--- config.mk ---
export PLATFORM = sky130hd
export DESIGN_NAME = support_seq_flat
export DESIGN_NICKNAME = d
export VERILOG_FILES = /design/src/rtl/support_seq_pkg.sv /design/src/rtl/support_seq_if.sv /design/src/rtl/support_debounce.sv /design/src/rtl/support_seq.sv /design/src/flat_wrapper.sv
export SDC_FILE = /design/constraint.sdc
export NUM_CORES = 1
export LEC_CHECK = 0
export ABC_AREA = 1
export BUFFER_PORTS_ARGS = -buffer_cell sky130_fd_sc_hd__buf_2
export CORE_AREA = 5 5 108 110
export CTS_CLUSTER_SIZE = 25
export DETAILED_ROUTE_END_ITERATION = 16
export DIE_AREA = 0 0 113 115
export PLACE_DENSITY = 0.5
export SYNTH_ARGS = -nofsm -noshare
export SYNTH_HDL_FRONTEND = slang
export SYNTH_SLANG_ARGS = --single-unit
--- constraint.sdc ---
create_clock -name sysclk -period 1.99 [get_ports sysclk]
set_clock_uncertainty 0.05 [all_clocks]
set_input_delay 0.199 -clock sysclk [delete_from_list [all_inputs] [get_ports sysclk]]
set_output_delay 0.199 -clock sysclk [all_outputs]
set_load 0.01 [all_outputs]
--- src/rtl/support_seq_pkg.sv ---
// Shared definitions for the support sequencer: FSM state encoding and the
// width helper for the shared sequencing counter.
package support_seq_pkg;

  typedef enum logic [1:0] {
    SUP_PWRUP = 2'd0,
    SUP_RESET = 2'd1,
    SUP_BOOT  = 2'd2,
    SUP_RUN   = 2'd3
  } sup_state_t;

  // Bits needed to count up to the longest of the three phase lengths.
  function automatic int unsigned cnt_width(input int unsigned dly,
                                            input int unsigned len,
                                            input int unsigned hold);
    int unsigned m;
    int unsigned w;
    m = dly;
    if (len > m) m = len;
    if (hold > m) m = hold;
    w = $clog2(m + 1);
    if (w == 0) w = 1;
    return w;
  endfunction

endpackage

--- src/rtl/support_seq_if.sv ---
// Core-facing signal group of the support sequencer. The sequencer uses the
// master view; the CPU core (or a bench standing in for it) uses slave.
interface support_seq_if;

  logic sw_reset;
  logic wdog_kick;
  logic reset;
  logic boot;
  logic interrupt;
  logic halt;
  logic wdog_fired;

  modport master (
    input  sw_reset,
    input  wdog_kick,
    output reset,
    output boot,
    output interrupt,
    output halt,
    output wdog_fired
  );

  modport slave (
    output sw_reset,
    output wdog_kick,
    input  reset,
    input  boot,
    input  interrupt,
    input  halt,
    input  wdog_fired
  );

endinterface

--- src/rtl/support_debounce.sv ---
// One push-button channel: 2-flop synchroniser, tick-sampled history,
// hysteretic debounced level and a registered rising-edge pulse.
module support_debounce #(
  parameter int unsigned DEB_LEN = 10
) (
  input  logic sysclk,
  input  logic reset_n,
  input  logic tick,
  input  logic button,
  output logic btn_db,
  output logic btn_rise
);

  logic [1:0]         sync;
  logic [DEB_LEN-1:0] shreg;
  logic               db_d;

  // Bring the asynchronous button into the sysclk domain.
  always_ff @(posedge sysclk or negedge reset_n) begin
    if (!reset_n) sync <= '0;
    else          sync <= {sync[0], button};
  end

  // Record one synchronised sample per prescaler tick.
  always_ff @(posedge sysclk or negedge reset_n) begin
    if (!reset_n)  shreg <= '0;
    else if (tick) shreg <= (shreg << 1) | DEB_LEN'(sync[1]);
  end

  // Level changes only when the whole history agrees; otherwise it holds.
  always_ff @(posedge sysclk or negedge reset_n) begin
    if (!reset_n)          btn_db <= 1'b0;
    else if (&shreg)       btn_db <= 1'b1;
    else if (shreg == '0)  btn_db <= 1'b0;
  end

  // Rise pulse lands the clock after the debounced level goes high.
  always_ff @(posedge sysclk or negedge reset_n) begin
    if (!reset_n) begin
      db_d     <= 1'b0;
      btn_rise <= 1'b0;
    end else begin
      db_d     <= btn_db;
      btn_rise <= btn_db & ~db_d;
    end
  end

endmodule

--- src/rtl/support_seq.sv ---
// Power-up / reset / boot sequencer with N-channel button debounce.
// Button 0 requests reset, button 1 requests boot, buttons 2.. raise
// interrupts. Optional watchdog built when SUPPORT_WDOG_EN is defined.
module support_seq
  import support_seq_pkg::*;
#(
  parameter int unsigned NBTN      = 2,
  parameter int unsigned DEB_DIV   = 15,
  parameter int unsigned DEB_LEN   = 10,
  parameter int unsigned RST_DLY   = 10,
  parameter int unsigned RST_LEN   = 40,
  parameter int unsigned BOOT_OVL  = 10,
  parameter int unsigned BOOT_HOLD = 16,
  parameter int unsigned WDOG_W    = 24
) (
  input  logic            sysclk,
  input  logic            reset_n,
  input  logic [NBTN-1:0] button,
  output logic [NBTN-1:0] btn_db,
  output logic [NBTN-1:0] btn_rise,
  support_seq_if.master   core
);

  localparam int unsigned   CW        = cnt_width(RST_DLY, RST_LEN, BOOT_HOLD);
  localparam logic [CW-1:0] DLY_LAST  = CW'(RST_DLY - 1);
  localparam logic [CW-1:0] LEN_LAST  = CW'(RST_LEN - 1);
  localparam logic [CW-1:0] HOLD_LAST = CW'(BOOT_HOLD - 1);
  localparam logic [CW-1:0] BOOT_FROM = CW'(RST_LEN - BOOT_OVL);

  logic [DEB_DIV-1:0] pre;
  logic               tick;
  sup_state_t         state, state_nxt;
  logic [CW-1:0]      cnt, cnt_nxt;
  logic               rst_req;
  logic               wdog_exp;

  // Free-running debounce prescaler; a tick each time it wraps to zero.
  always_ff @(posedge sysclk or negedge reset_n) begin
    if (!reset_n) pre <= '0;
    else          pre <= pre + DEB_DIV'(1);
  end

  assign tick = (pre == '0);

  for (genvar g = 0; g < NBTN; g++) begin : g_btn
    support_debounce #(
      .DEB_LEN (DEB_LEN)
    ) u_db (
      .sysclk   (sysclk),
      .reset_n  (reset_n),
      .tick     (tick),
      .button   (button[g]),
      .btn_db   (btn_db[g]),
      .btn_rise (btn_rise[g])
    );
  end

  if (NBTN > 2) begin : g_irq
    assign core.interrupt = |btn_rise[NBTN-1:2];
  end else begin : g_no_irq
    assign core.interrupt = 1'b0;
  end

`ifdef SUPPORT_WDOG_EN
  logic [WDOG_W-1:0] wdog_cnt;
  logic              wdog_fired_q;

  // A kick on the expiry clock suppresses the expiry.
  assign wdog_exp = (state == SUP_RUN) && (wdog_cnt == '1) && !core.wdog_kick;

  // Watchdog only counts in RUN; leaving RUN or a kick restarts it.
  always_ff @(posedge sysclk or negedge reset_n) begin
    if (!reset_n) begin
      wdog_cnt     <= '0;
      wdog_fired_q <= 1'b0;
    end else begin
      if (state != SUP_RUN || core.wdog_kick) wdog_cnt <= '0;
      else if (wdog_cnt != '1)                wdog_cnt <= wdog_cnt + WDOG_W'(1);
      if (wdog_exp) wdog_fired_q <= 1'b1;
    end
  end

  assign core.wdog_fired = wdog_fired_q;
`else
  logic [WDOG_W-1:0] unused_wdog;
  assign unused_wdog     = {WDOG_W{core.wdog_kick}};
  assign wdog_exp        = 1'b0;
  assign core.wdog_fired = 1'b0;
`endif

  assign rst_req = btn_db[0] | core.sw_reset | wdog_exp;

  // Sequencer state and shared phase counter.
  always_ff @(posedge sysclk or negedge reset_n) begin
    if (!reset_n) begin
      state <= SUP_PWRUP;
      cnt   <= '0;
    end else begin
      state <= state_nxt;
      cnt   <= cnt_nxt;
    end
  end

  // Phase sequencing; any reset request (outside PWRUP) re-enters RESET at 0,
  // which also keeps the count pinned while the reset button is held.
  always_comb begin
    state_nxt = state;
    cnt_nxt   = cnt + CW'(1);
    case (state)
      SUP_PWRUP: begin
        if (cnt == DLY_LAST) begin
          state_nxt = SUP_RESET;
          cnt_nxt   = '0;
        end
      end
      SUP_RESET: begin
        if (rst_req) begin
          cnt_nxt = '0;
        end else if (cnt == LEN_LAST) begin
          state_nxt = SUP_BOOT;
          cnt_nxt   = '0;
        end
      end
      SUP_BOOT: begin
        if (rst_req) begin
          state_nxt = SUP_RESET;
          cnt_nxt   = '0;
        end else if (cnt == HOLD_LAST) begin
          state_nxt = SUP_RUN;
          cnt_nxt   = '0;
        end
      end
      SUP_RUN: begin
        cnt_nxt = '0;
        if (rst_req) state_nxt = SUP_RESET;
      end
      default: begin
        state_nxt = SUP_PWRUP;
        cnt_nxt   = '0;
      end
    endcase
  end

  // Core-facing outputs decoded from state so reset_n acts without a clock.
  always_comb begin
    core.reset = (state == SUP_PWRUP) || (state == SUP_RESET);
    core.boot  = ((state == SUP_RESET) && (cnt >= BOOT_FROM)) ||
                 (state == SUP_BOOT) ||
                 ((state == SUP_RUN) && btn_db[1]);
    core.halt  = 1'b0;
  end

endmodule
--- src/flat_wrapper.sv ---
// flat-port wrapper written by rule: the top's interface ports become plain ports
module support_seq_flat import support_seq_pkg::*;
#(
  parameter int unsigned NBTN      = 2,
  parameter int unsigned DEB_DIV   = 15,
  parameter int unsigned DEB_LEN   = 10,
  parameter int unsigned RST_DLY   = 10,
  parameter int unsigned RST_LEN   = 40,
  parameter int unsigned BOOT_OVL  = 10,
  parameter int unsigned BOOT_HOLD = 16,
  parameter int unsigned WDOG_W    = 24
)
  (sysclk, reset_n, button, btn_db, btn_rise, core_sw_reset, core_wdog_kick, core_reset, core_boot, core_interrupt, core_halt, core_wdog_fired);
  support_seq_if core_i ();
  input  logic sysclk;
  input  logic reset_n;
  input  logic [NBTN-1:0] button;
  output logic [NBTN-1:0] btn_db;
  output logic [NBTN-1:0] btn_rise;
  input wire logic [$bits(core_i.sw_reset)-1:0] core_sw_reset;
  input wire logic [$bits(core_i.wdog_kick)-1:0] core_wdog_kick;
  output wire logic [$bits(core_i.reset)-1:0] core_reset;
  output wire logic [$bits(core_i.boot)-1:0] core_boot;
  output wire logic [$bits(core_i.interrupt)-1:0] core_interrupt;
  output wire logic [$bits(core_i.halt)-1:0] core_halt;
  output wire logic [$bits(core_i.wdog_fired)-1:0] core_wdog_fired;
  assign core_i.sw_reset = core_sw_reset;
  assign core_i.wdog_kick = core_wdog_kick;
  assign core_reset = core_i.reset;
  assign core_boot = core_i.boot;
  assign core_interrupt = core_i.interrupt;
  assign core_halt = core_i.halt;
  assign core_wdog_fired = core_i.wdog_fired;
  support_seq #(.NBTN(NBTN), .DEB_DIV(DEB_DIV), .DEB_LEN(DEB_LEN), .RST_DLY(RST_DLY), .RST_LEN(RST_LEN), .BOOT_OVL(BOOT_OVL), .BOOT_HOLD(BOOT_HOLD), .WDOG_W(WDOG_W)) u_core (.sysclk(sysclk), .reset_n(reset_n), .button(button), .btn_db(btn_db), .btn_rise(btn_rise), .core(core_i));
endmodule
=== Yosys cells after proc, flatten, opt, wreduce, memory -nomap -nowiden ===
Index checks and enable logic that the tools add are counted.

* Register bits after elaboration: 53
* Input bits: 6
* Output and inout bits: 9

* Add/subtract/negate cells: 2
* Magnitude comparators: 1
* Equal/unequal tests: 11
* Multiplexer cells: 17
* Bitwise logic cells: 7
* Reductions and logical operators: 14

{| class="wikitable"
|+ Operator list
! kind !! count
|-
| $mux 6 || 5
|-
| $pmux 6 s4 || 1
|-
| $logic_not 10->1 || 2
|-
| $or 10x1->10 || 2
|-
| $reduce_and 10->1 || 2
|-
| $add 15x1->15 const B || 1
|-
| $logic_not 15->1 || 1
|-
| $eq 6x4->1 const B || 2
|-
| $mux 2 || 6
|-
| $pmux 2 s4 || 1
|-
| $add 6x1->6 const B || 1
|-
| $eq 6x6->1 const B || 1
|-
| $ge 6x5->1 const B || 1
|-
| $ne 2x1->1 const B || 3
|-
| $reduce_and 5->1 || 1
|-
| $eq 2x2->1 const B || 2
|-
| $mux 1 || 4
|-
| $reduce_bool 2->1 || 2
|-
| $logic_or 1x1->1 || 3
|-
| $ne 3x1->1 const B || 1
|-
| $and 1x1->1 || 2
|-
| $eq 2x1->1 const B || 1
|-
| $logic_and 1x1->1 || 2
|-
| $logic_not 2->1 || 1
|-
| 3 further kinds || 4
|}

=== Longest topological paths before layout ===
* Depth in word-level cells: 4
* Depth in mapped cells: 10

=== Modules after synthesis ===
From an unflattened synthesis, not the netlist that was laid out.

* Cell total of the unflattened synthesis: 279
* Area total of the unflattened synthesis: 2551.2 µm²

{| class="wikitable"
|+ Modules (own cells, without submodules)
! module !! times used !! cells an instance !! area an instance (µm²)
|-
| support_seq || 1 || 159 || 1350.0
|-
| support_debounce || 2 || 60 || 600.6
|}

=== Worst setup path after synthesis ===
Ideal clock, no wire load.

* Path type: flip-flop to flip-flop
* Start: reg u_core.pre[0]
* End: reg u_core.g_btn[0].u_db.shreg[2]
* Arrival time: 1.257 ns
* Data required time: 1.823 ns
* Setup slack: 0.565 ns
* Stages on the path, launching flop included: 9
* Path buffers: 1
* Period minus slack after synthesis: 1.425 ns
* Cells stage by stage: dfrtp_1 inv_1 ha_1 nand4_1 nor2_4 nand2_4 buf_6 nand2_1 o21ai_2

* Cells in the longest elaborated chain, start to end: 1

{| class="wikitable"
|+ RTL lines
! element !! line !! RTL
|-
| start, declared || support_seq.sv:30 || <nowiki>logic [DEB_DIV-1:0] pre;</nowiki>
|-
| start signal, assigned || support_seq.sv:40 || <nowiki>else pre <= pre + DEB_DIV'(1);</nowiki>
|-
| $logic_not 15->1 || support_seq.sv:43 || <nowiki>assign tick = (pre == '0);</nowiki>
|-
| end signal, assigned || support_debounce.sv:27 || <nowiki>else if (tick) shreg <= (shreg << 1) | DEB_LEN'(sync[1]);</nowiki>
|-
| end, declared || support_debounce.sv:15 || <nowiki>logic [DEB_LEN-1:0] shreg;</nowiki>
|}

Every way passes these cells.
A chain may end at the register's enable or synchronous reset.

=== Worst setup path after layout ===
* Start: reg u_core.state[1]
* End: out core_reset

* Cells in the longest elaborated chain, start to end: 2
* Elaborated cells on any way between the ends: 3
* Classes of those cells: 1 x eq/ne; 2 x reduce/logical

{| class="wikitable"
|+ RTL lines
! element !! line !! RTL
|-
| start, declared || support_seq.sv:32 || <nowiki>sup_state_t state, state_nxt;</nowiki>
|-
| start signal, assigned || support_seq.sv:99 || <nowiki>state <= state_nxt;</nowiki>
|-
| $eq 2x1->1 / $logic_not 2->1 (equally long branches) || support_seq.sv:146 || <nowiki>core.reset = (state == SUP_PWRUP) || (state == SUP_RESET);</nowiki>
|-
| $logic_or 1x1->1 * || support_seq.sv:146 ||
|-
| end, declared || flat_wrapper.sv:22 || <nowiki>output wire logic [$bits(core_i.reset)-1:0] core_reset;</nowiki>
|}

Every way passes the cells marked *; elsewhere a longest branch is shown, timed or not.

==> results.sh <==
export IMPL_status="finished clean"
export IMPL_grt_max_degree=54
export IMPL_grt_setup_unrepaired="false"
export IMPL_grtUsageMet3_pct=2.05
export IMPL_grt_busiest_layer="met2"
export IMPL_avgRoutedWirePerCell_um=9.73
export IMPL_worst_slack_ps=212
export IMPL_post_cts_resized=0
export IMPL_final_area_mm2=0.00287
export IMPL_fin_crit_sh_pct=89.4
export IMPL_fmax_ghz=0.562
export IMPL_synth_seq_cells=53
export IMPL_place_congestion=0.783
export IMPL_register_area_mm2=0.00133
export IMPL_slew_viol_final=0
export IMPL_n_antenna_cell=0
export IMPL_placed_area_mm2=0.00274
export IMPL_first_global_vias=1777
export IMPL_synth_distinct_cells=25
export IMPL_drcViolationCount=0
export IMPL_avgSynthCellArea_um2=9.16
export IMPL_hold_slack_ps=257
export IMPL_end_kind="output pin"
export IMPL_clk_pin_slew_ps=110
export IMPL_intPower_uw=1550
export IMPL_cts_path_max_buffers=2
export IMPL_drv_cap=0
export IMPL_core_mm2=0.0106
export IMPL_first_pass_iters=4
export IMPL_port_buffer_count=10
export IMPL_crit_fanout=6
export IMPL_cp_startpoint="u_core.state[1]$_DFFE_PN0P_"
export IMPL_worstSetupPathType="flop to output pin"
export IMPL_ctsHoldBuffers=3
export IMPL_post_cts_setup_buffer_count=0
export IMPL_dpl_hpwl_mm=3.00
export IMPL_power_frac_seq_pct=53.2
export IMPL_power_density_mw_per_mm2=779
export IMPL_ant_nets=0
export IMPL_drtIter0Drc=70
export IMPL_cts_tree="done"
export IMPL_numCtsBuffers=5
export IMPL_antenna_found_initial=0
export IMPL_yosysSeqAreaShare_pct=51.5
export IMPL_fp_dieH_um=115
export IMPL_worstPathArrival_ps=1530
export IMPL_netlist_area_mm2=0.00257
export IMPL_hp_class="primary input to flop"
export IMPL_r2r_start="u_core.cnt[1]$_DFF_PN0_"
export IMPL_worstMarginPinSlew_ps=680
export IMPL_cts_root_buf="clkbuf_8"
export IMPL_tns_ps=0
export IMPL_chipWidth_um=113
export IMPL_worstSetupStartpointType="flop"
export IMPL_netSwitchingFraction_pct=30.5
export IMPL_yosys_warnings=0
export IMPL_fin_crit_ps=1780
export IMPL_grt_pass1_wl_mm=7.85
export IMPL_grtUsageTotal_pct=7.22
export IMPL_postSynthCellCount=281
export IMPL_vdd_drop_max_mv=0.277
export IMPL_max_slew_margin_pct=54.7
export IMPL_wl_mm=4.25
export IMPL_worstPathRequired_ps=1740
export IMPL_numClockSinks=53
export IMPL_p_sw_uw=682
export IMPL_min_from="core_sw_reset"
export IMPL_clock_latency_ps=310
export IMPL_htreeDepth=2
export IMPL_grt_overflow_total=0
export IMPL_io_pin_count=15
export IMPL_power_leakage_uw=0.00137
export IMPL_place_ws_ps=320
export IMPL_clock_power_share_pct=28.3
export IMPL_area_growth_pct=11.4
export IMPL_drive_above_1_share_pct=13.8
export IMPL_fillerInstances=1133
export IMPL_vias=1713
export IMPL_rows=38
export IMPL_grtUsageMet2_pct=11.8
export IMPL_combPwrFrac_pct=18.5
export IMPL_setup_viol=0
export IMPL_multi_input_area_mm2=0.00103
export IMPL_start_util_pct=24.3
export IMPL_post_route_util_pct=27.1
export IMPL_viasPerCell=3.92
export IMPL_nets=313
export IMPL_use_met1_pct=9.26
export IMPL_hold_viol_final=0
export IMPL_dieArea_mm2=0.0130
## metal layers
layer / up-vias / wire length (um)
met5: - / 0
met4: 0 / 22
met3: 2 / 157
met2: 21 / 1880
met1: 793 / 2190
li1: 897 / -
## state kept, by name, indices dropped and copies added, names as in the netlist
register / cells
u_core.state: 2
u_core.cnt: 6
u_core.g_btn.u_db.shreg: 20
u_core.g_btn.u_db.btn_db: 2
u_core.g_btn.u_db.db_d: 2
u_core.g_btn.u_db.btn_rise: 2
u_core.pre: 15
u_core.g_btn.u_db.sync: 4
## layout make-up
cell class                      count  share of cell area [%]
Tap cell                          140                    6.11
Inverter                           36                    4.71
Timing Repair Buffer               16                    3.58
Sequential cell                    53                    46.2
Clock inverter                      3                   0.916
Multi-Input combinational cell    184                    36.1
Clock buffer                        5                    2.40
## cells by family (layout without fill, tap and decap cells)
group,after synthesis,after routing,synth area share [%]
other,1,3,0.146
flip-flops,53,53,51.5
buffers and inverters,46,60,8.60
AND/OR/NAND/NOR,136,136,23.7
adder cells (fa/ha/maj),11,11,5.34
AO/OA/AOI/OAI,19,19,5.64
XOR/XNOR,15,15,5.10
## power by group through the flow
stage	Sequential (uW)	Combinational, uW	Clock [uW]
2_1_floorplan	1190	313	0
3_3_place_gp	1210	411	0
3_5_place_dp	1210	412	0
4_1_cts	1190	420	671
5_1_grt	1200	489	719
6_report	1190	414	633
## cells in the final DEF, fill, tap and decap left out
cell type and n:
nand4_1 9, xnor2_1 3, inv_6 1, or2_2 2, nor3b_1 1, nand2_4 1, inv_1 36, nor3_1 4
ha_1 11, buf_4 3, xor2_1 12, a21oi_1 2, nor2_2 2, dfrtp_1 53, nor2_4 1, buf_2 10
clkbuf_8 5, conb_1 3, dlygate4sd3_1 3, nand2_1 62, nor2_1 34, clkinv_4 2, nor3_4 1, o21ai_2 12
o31ai_1 2, nor4_1 1, nand3_2 1, o21ai_0 3, nand3_1 17
## final timing paths
check | endpoint | slack (ps) | cells past startpoint
worst max-delay path | core_reset | 210 | 4
worst min-delay path | u_core.state[0]$_DFFE_PN0P_ | 260 | 5
worst max register to register | u_core.cnt[5]$_DFF_PN0_ | 310 | 8
worst min register to register | u_core.g_btn[1].u_db.sync[1]$_DFF_PN0_ | 310 | 0
max in group asynchronous | u_core.g_btn[1].u_db.shreg[9]$_DFFE_PN0N_ | 940 | 3
min in group asynchronous | u_core.pre[2]$_DFF_PN0_ | 480 | 3
## stage by stage
| stage | cells | total power [uW] |
|---|---|---|
| final | 437 | 2230 |
| after global routing | 437 | 2400 |
| after CTS | 437 | 2280 |
| after detailed placement | 426 | 1620 |
| after global placement | 426 | 1620 |
| after floorplan | 283 | 1510 |
## synth_stat cells (all sizes together)
| cell | instances | area, um^2 |
|---|---|---|
| ha | 11 | 138 |
| conb | 1 | 3.75 |
| o21ai | 15 | 120 |
| nor2 | 37 | 151 |
| dfrtp | 53 | 1330 |
| buf | 10 | 86.3 |
| nor3b | 1 | 7.51 |
| or2 | 2 | 12.5 |
| xnor2 | 3 | 26.3 |
| a21oi | 2 | 10.0 |
| inv | 36 | 135 |
| nor4 | 1 | 6.26 |
| o31ai | 2 | 15.0 |
| nand3 | 18 | 95.1 |
| nand2 | 63 | 244 |
| xor2 | 12 | 105 |
| nand4 | 9 | 56.3 |
| nor3 | 5 | 36.3 |
## critical path, cell delays in order (launching register included)
cell and delay [ps]:
dfrtp_1 410, inv_1 110, ha_1 260, or2_2 300, buf_2 140
Power figures use the tool's default switching activity.
